--- src/rtl/fir_out_requant.sv ---
// FIR output stage: decimate, round/saturate to a narrower format, and buffer in a FIFO.
// Optional FIR_REQUANT_SAT_CNT_EN adds a saturating 16-bit count of saturated samples.
module fir_out_requant #(
  parameter int unsigned IN_INTE_WL  = 4,
  parameter int unsigned IN_FRAC_WL  = 8,
  parameter int unsigned OUT_INTE_WL = 2,
  parameter int unsigned OUT_FRAC_WL = 6,
  parameter int unsigned DECIM       = 2,
  parameter int unsigned FIFO_DEPTH  = 4,
  parameter int unsigned ROUND_MODE  = 1
) (
  input  logic                               clk,
  input  logic                               rst,
  input  logic [IN_INTE_WL+IN_FRAC_WL-1:0]   in_data,
  input  logic                               in_valid,
  output logic [OUT_INTE_WL+OUT_FRAC_WL-1:0] out_data,
  output logic                               out_valid,
  input  logic                               out_ready,
  output logic                               sat_flag,
  output logic                               overflow,
  input  logic                               clear_ovf
`ifdef FIR_REQUANT_SAT_CNT_EN
  ,
  output logic [15:0]                        sat_count
`endif
);

  localparam int IW = int'(IN_INTE_WL + IN_FRAC_WL);
  localparam int OW = int'(OUT_INTE_WL + OUT_FRAC_WL);
  localparam int SH = int'(IN_FRAC_WL) - int'(OUT_FRAC_WL);
  // Two guard bits cover the rounding carry; extra bits hold a left shift.
  localparam int XW = IW + 2 + ((SH < 0) ? -SH : 0);
  localparam int DW = (DECIM > 1) ? $clog2(DECIM) : 1;
  localparam int AW = $clog2(FIFO_DEPTH);

  localparam logic signed [XW-1:0] MAXV = XW'(2 ** (OW - 1) - 1);
  localparam logic signed [XW-1:0] MINV = ~MAXV;

  // Decimation counter
  logic [DW-1:0] dcnt;
  logic          keep;

  assign keep = in_valid && (dcnt == '0);

  always_ff @(posedge clk) begin
    if (rst) begin
      dcnt <= '0;
    end else if (in_valid) begin
      dcnt <= (dcnt == DW'(DECIM - 1)) ? '0 : dcnt + DW'(1);
    end
  end

  // Requantization
  logic signed [XW-1:0] ext;
  logic signed [XW-1:0] scaled;
  logic [OW-1:0]        qdata;
  logic                 qsat;

  assign ext = {{(XW - IW){in_data[IW-1]}}, in_data};

  if (SH > 0) begin : g_shr
    logic signed [XW-1:0] rnd;
    assign rnd    = (ROUND_MODE != 0) ? ext + (XW'(1) << (SH - 1)) : ext;
    assign scaled = rnd >>> SH;
  end else begin : g_shl
    assign scaled = ext <<< (-SH);
  end

  always_comb begin
    qdata = scaled[OW-1:0];
    qsat  = 1'b0;
    if (scaled > MAXV) begin
      qdata = MAXV[OW-1:0];
      qsat  = 1'b1;
    end else if (scaled < MINV) begin
      qdata = MINV[OW-1:0];
      qsat  = 1'b1;
    end
  end

  // Pipe stage
  logic [OW-1:0] pipe_data;
  logic          pipe_valid;

  always_ff @(posedge clk) begin
    if (rst) begin
      pipe_data  <= '0;
      pipe_valid <= 1'b0;
      sat_flag   <= 1'b0;
    end else begin
      pipe_data  <= qdata;
      pipe_valid <= keep;
      sat_flag   <= keep && qsat;
    end
  end

  // FIFO
  logic [OW-1:0] mem [FIFO_DEPTH];
  logic [AW-1:0] rd_ptr;
  logic [AW-1:0] wr_ptr;
  logic [AW:0]   count;
  logic          push;
  logic          pop;
  logic          drop;

  assign out_valid = (count != '0);
  assign out_data  = out_valid ? mem[rd_ptr] : '0;
  assign pop       = out_valid && out_ready;
  // A pop frees the head slot this cycle, so a full FIFO can still accept.
  assign push      = pipe_valid && ((count < (AW+1)'(FIFO_DEPTH)) || pop);
  assign drop      = pipe_valid && !push;

  always_ff @(posedge clk) begin
    if (push) begin
      mem[wr_ptr] <= pipe_data;
    end
  end

  always_ff @(posedge clk) begin
    if (rst) begin
      rd_ptr <= '0;
      wr_ptr <= '0;
      count  <= '0;
    end else begin
      if (push) wr_ptr <= wr_ptr + AW'(1);
      if (pop)  rd_ptr <= rd_ptr + AW'(1);
      unique case ({push, pop})
        2'b10:   count <= count + (AW+1)'(1);
        2'b01:   count <= count - (AW+1)'(1);
        default: count <= count;
      endcase
    end
  end

  always_ff @(posedge clk) begin
    if (rst) begin
      overflow <= 1'b0;
    end else if (drop) begin
      overflow <= 1'b1;
    end else if (clear_ovf) begin
      overflow <= 1'b0;
    end
  end

`ifdef FIR_REQUANT_SAT_CNT_EN
  always_ff @(posedge clk) begin
    if (rst) begin
      sat_count <= '0;
    end else if (clear_ovf) begin
      sat_count <= {15'd0, sat_flag};
    end else if (sat_flag && (sat_count != 16'hFFFF)) begin
      sat_count <= sat_count + 16'd1;
    end
  end
`endif

endmodule
--- config.mk ---
export PLATFORM = sky130hd
export DESIGN_NAME = fir_out_requant
export DESIGN_NICKNAME = d
export VERILOG_FILES = /design/src/rtl/fir_out_requant.sv
export SDC_FILE = /design/constraint.sdc
export NUM_CORES = 1
export LEC_CHECK = 0
export CORE_UTILIZATION = 42
export CTS_CLUSTER_SIZE = 24
export DETAILED_ROUTE_END_ITERATION = 12
export PLACE_DENSITY = 0.66
export SLEW_MARGIN = 20
export SYNTH_ARGS = -nofsm -noshare
export SYNTH_HDL_FRONTEND = slang
export SYNTH_SLANG_ARGS = --single-unit
--- constraint.sdc ---
create_clock -name clk -period 2.3 [get_ports clk]
set_clock_uncertainty 0.1 [all_clocks]
set_input_delay 0.345 -clock clk [delete_from_list [all_inputs] [get_ports clk]]
set_output_delay 0.345 -clock clk [all_outputs]
set_load 0.01 [all_outputs]
; After elaboration in Yosys (flattened, before gate mapping)
; Memory sizes are Yosys's and may differ from the RTL's. A register that Yosys moved wholly into a read port is not among the register bits.
; Cells that the tools add are included.
[totals]
in_bits = 17
elab_cells = 46
ram_bits = 32
latchBits = 0
mem_count = 1
rom_bits = 0
ff_bits = 19
output_inout_bits = 11
[op_classes]
mux = 13
n_addsub = 6
multipliers = 0
div = 0
n_shift = 0
n_bitwise = 1
order_cmp = 3
eq_ne = 2
reduce_logical = 11
[memory_table]
columns = memory, words, word_bits, rd, rd_ports_with_merged_regs, write_ports, line
row1 = mem, 4, 8, 1, 1, 1, 98  ; logic [OW-1:0] mem [FIFO_DEPTH];
[ops]
columns = cell, count
row1 = $mux 8, 2
row2 = $add 12x3->13 const B, 1
row3 = $gt 11x8->1 const B, 1
row4 = $lt 11x8->1 const B, 1
row5 = $mux 1, 7
row6 = $mux 7, 1
row7 = $pmux 3 s2, 1
row8 = $logic_and 1x1->1, 5
row9 = $add 2x1->2 const B, 2
row10 = $mux 2, 2
row11 = $reduce_bool 2->1, 2
row12 = $add 3x1->3 const B, 1
row13 = $lt 3x3->1 const B, 1
row14 = $reduce_bool 3->1, 1
row15 = $sub 3x1->3 const B, 1
row16 = $eq 2x1->1 const B, 1
row17 = $eq 2x2->1 const B, 1
row18 = $reduce_or 2->1, 1
row19 = $add 1x1->1 const B, 1
row20 = $logic_not 1->1, 1
row21 = $logic_or 1x1->1, 1
row22 = $not 1->1, 1

; Depth between registers and ports, before layout
[depth]
ltp_word = 7
ltp_mapped = 9
mapped_depth_nobuf = 9

; Worst setup path after synthesis
; OpenSTA, ideal clock, no wires.
[synth_path]
path_kind = reg-to-reg
startpoint = register count[2]
endpoint = register count[2]
setup_ns = 0.071
n_path_buf = 1
arrival_time_ns = 2.066
required_ns = 2.129
stages_incl_launch_ff = 10
path_slack_ns = 0.064
period_less_slack_ns = 2.236
path_cell_list = dfxtp_1 or3_1 clkbuf_1 and2_1 ha_1 inv_1 fa_1 xor2_1 or3_1 a21oi_1
[synth_via]
elab_chain_len = 6
word_cells_on_any_way = 11
classes_between = 2 x add/sub / 1 x order compare / 2 x eq/ne / 1 x mux / 5 x reduce/logical
[synth_lines]
columns = element, line
row1 = "start, declared", 101  ; logic [AW:0] count;
row2 = "start signal, assigned", 128  ; 2'b10: count <= count + (AW+1)'(1);
row3 = "start signal, assigned", 129  ; 2'b01: count <= count - (AW+1)'(1);
row4 = "start signal, assigned", 130  ; default: count <= count;
row5 = $reduce_bool 3->1 (*), 106  ; assign out_valid = (count != '0);
row6 = net out_valid, 17  ; output logic out_valid,
row7 = $logic_and 1x1->1 (*), 108  ; assign pop = out_valid && out_ready;
row8 = net pop, 103  ; logic pop;
row9 = $logic_or 1x1->1, 110  ; assign push = pipe_valid && ((count < (AW+1)'(FIFO_DEPTH)) || pop);
row10 = $logic_and 1x1->1, 110
row11 = $eq 2x1->1 / $eq 2x2->1 (equally long branches), 127  ; unique case ({push, pop})
row12 = $pmux 3 s2 / $reduce_bool 2->1 (equally long branches), n/a
; Mark *: on every way through the listed nets, which the timed path passes. The rest lies on a longest branch.
; A chain may end at the register's enable or synchronous reset.

; Final worst setup path
[layout_path]
startpoint = register count[2]
endpoint = register count[2]
[layout_via]
elab_chain_len = 6
word_cells_on_any_way = 11
classes_between = 2 x add/sub / 1 x order compare / 2 x eq/ne / 1 x mux / 5 x reduce/logical
[layout_lines]
columns = element, line
row1 = $reduce_bool 3->1 (*), 106
row2 = $logic_and 1x1->1 (*), 108
row3 = net pop, 103
row4 = $logic_or 1x1->1, 110
row5 = $logic_and 1x1->1, 110
row6 = $eq 2x1->1 / $eq 2x2->1 (equally long branches), 127
row7 = $pmux 3 s2 / $reduce_bool 2->1 (equally long branches), n/a
; Marked as above.

==> results.toml <==
[outcome]
outcome = "finished, final reports clean"

[die]
die_area_sq_um = 5670
die_x_microns = 75.3
initial_utilization = 0.439
core_area_sq_um = 5140
rows = 26
ios = 28
die_h_microns = 75.3

[timing]
slew_viol_final = 0
grt_setup_unrepaired = "no"
finalHoldViolCount = 0
final-setup-viol-count = 0
setup_slack_ns = 0.130
fmax_mhz = 461
final.setup.tns_ns = 0
relSlewSlack = 0.706
tightest_slew_ns = 0.441
fin_crit_ns = 2.17
fin_crit_sh = 0.944

[detailed_routing]
routedWlPerCell_microns = 14.2
ant_nets = 0
drc_errors = 0
routed_via_density = 5.14
totalWireLength_mm = 3.91
first_pass_iters = 4
first_iter_violations = 96
vias = 1418

[placement]
gp_congestion = 0.810
dp_slack_ns = -0.294
placedCellCount = 268
port_buffers = 26
dp_hpwl_mm = 2.94
post_dp_cell_area_sq_um = 2700

[synthesis]
synth_cell_type_count = 36
synthCells = 164
synthArstFlopShare = 0
syn-cell-area_sq_um = 2260
synth-seq-cells = 53
yosys.area.top_type_share = 0.425
seq_area_frac_synth = 0.612
synth_area_per_cell_sq_um = 13.8
yosys_warnings = 0
synth-edff-count = 32
synth.most_common_cell = "edfxtp_1"
synth_top_cell_by_area = "edfxtp_1"
syn-num-nets = 188
synthFlopType = "edfxtp_1"
netlist_top_cells_count = "edfxtp_1 (32), dfxtp_1 (21), and2_1 (10)"
synth_area_leaders = "edfxtp_1 (43%), dfxtp_1 (19%), mux4_2 (8.0%)"

[layout]
design_area_sq_um = 2810
multiInputGateArea_sq_um = 821
layout-drive-gt1-share = 0.209
layout.nets = 229
ff_latch_area_sq_um = 1390
nFillCells = 446
diodes = 0
area_growth_pct = 24.4
fin_cells = 276

[pwr]
irDropWorstVdd_v = 0.000333
power_density_nw_per_um2 = 855
seqPwrFrac = 0.477
p_sw_frac = 0.269
p_comb_frac = 0.294
power.switching_mw = 0.645
p_leak_nw = 1.04
p_int_mw = 1.76
power_frac_clock = 0.229
power_mw = 2.40

[global_route]
overflow = 0
grt_max_degree = 18
grt_pass1_wl_mm = 6.29
grt.total_usage = 0.154
antenna_found_initial = 0
grt_pass1_vias = 1363

[clock_tree]
cts_root_buf = "clkbuf_8"
numCtsBuffers = 5
clk_latency_ns = 0.30
post_cts.repair.setup_buffers = 0
h-tree-depth = 2
cts_buffer_depth = 2
cts.sinks = 53
cts_tree = "built"
cts.clk_slew.worst_paths_ns = 0.09

[min_path]
hp-class = "in -> reg"

[setup_path]
crit_type = "reg -> reg"
critPathCaptureType = "flop"
reg2reg_slack_ns = 0.13
crit_fanout = 5
worstPathArrival_ns = 2.30
worstPathRequired_ns = 2.43
start_kind = "flop"

[job]
cap_violations = 0
layout make-up:
type                            instances  share of cell area
Timing Repair Buffer                   41               0.135
Inverter                                9              0.0120
Sequential cell                        53               0.494
Multi-Input combinational cell         95               0.292
Tap cell                               70              0.0312
Clock buffer                            7              0.0343
Clock inverter                          1             0.00178
sequential cells by signal, summed over array words and instances (netlist names), named ones only:
name	cells
mem	32
count	3
dcnt	1
rd_ptr	2
overflow	1
pipe_valid	1
pipe_data	8
sat_flag	1
wr_ptr	2
per-stage QoR:
stage	utilization	hold slack, ns
floorplan	-	0.333
global placement	0.524	0.347
detailed placement	0.524	0.366
CTS	0.542	0.384
global route	0.546	0.272
finish	0.546	0.262
layer usage:
metal  up-vias  GRT usage  share of wire
li1        686          -              -
met2        45      0.275           0.53
met1       679      0.178           0.41
met5         -          0              0
met4         0     0.0679          0.020
met3         8     0.0331          0.046
critical path: stages (launching register included):
cell	delay (ns)
dfxtp_4	0.39
or3_1	0.15
and2_1	0.16
ha_2	0.18
inv_1	0.05
fa_1	0.37
xor2_1	0.16
or3_1	0.40
a21oi_2	0.14
power by group through the flow:
stage / registers, mW / logic [mW] / clock network [mW]
floorplan: 1.14 / 0.407 / 0
global placement: 1.15 / 0.729 / 0
detailed placement: 1.16 / 0.757 / 0
CTS: 1.14 / 0.712 / 0.568
global route: 1.16 / 0.779 / 0.603
finish: 1.15 / 0.705 / 0.550
repair_timing:
item | in CTS | in global routing
pin swaps | 0 | 1
resized for setup | 9 | 8
hold buffers | 0 | 0
endpoints found under the setup margin | 8 | 1
final timing paths:
path              cells past startpoint        to      start
setup / recovery                      8  count[2]   count[2]
hold / removal                        3  overflow  out_ready
setup reg to reg                      8  count[2]   count[2]
hold reg to reg                       2  overflow   overflow
cells by family after synthesis:
group | Yosys count | synth area share
adder cells (fa/ha/maj) | 7 | 0.0421
AO/OA/AOI/OAI | 18 | 0.0554
AND/OR/NAND/NOR | 50 | 0.134
flip-flops | 53 | 0.612
multiplexers | 8 | 0.0798
buffers and inverters | 16 | 0.0310
XOR/XNOR | 12 | 0.0465
cells in the final DEF, fill, tap and decap left out, types with 2 or more instances in the layout:
cell type and n:
and4_2 2, nor3_1 3, mux4_2 8, edfxtp_1 32, dfxtp_1 18, buf_4 14
inv_1 8, dlygate4sd2_1 8, nand4_1 4, a21oi_1 4, o31ai_1 6, dfxtp_2 2
nand2_1 6, nor2_1 8, xnor2_1 5, xor2_1 7, clkbuf_8 7, or3_1 2
nand3_1 2, and3_1 5, ha_1 5, and2_1 10, clkdlybuf4s50_1 17
Power figures use the tool's default switching activity.
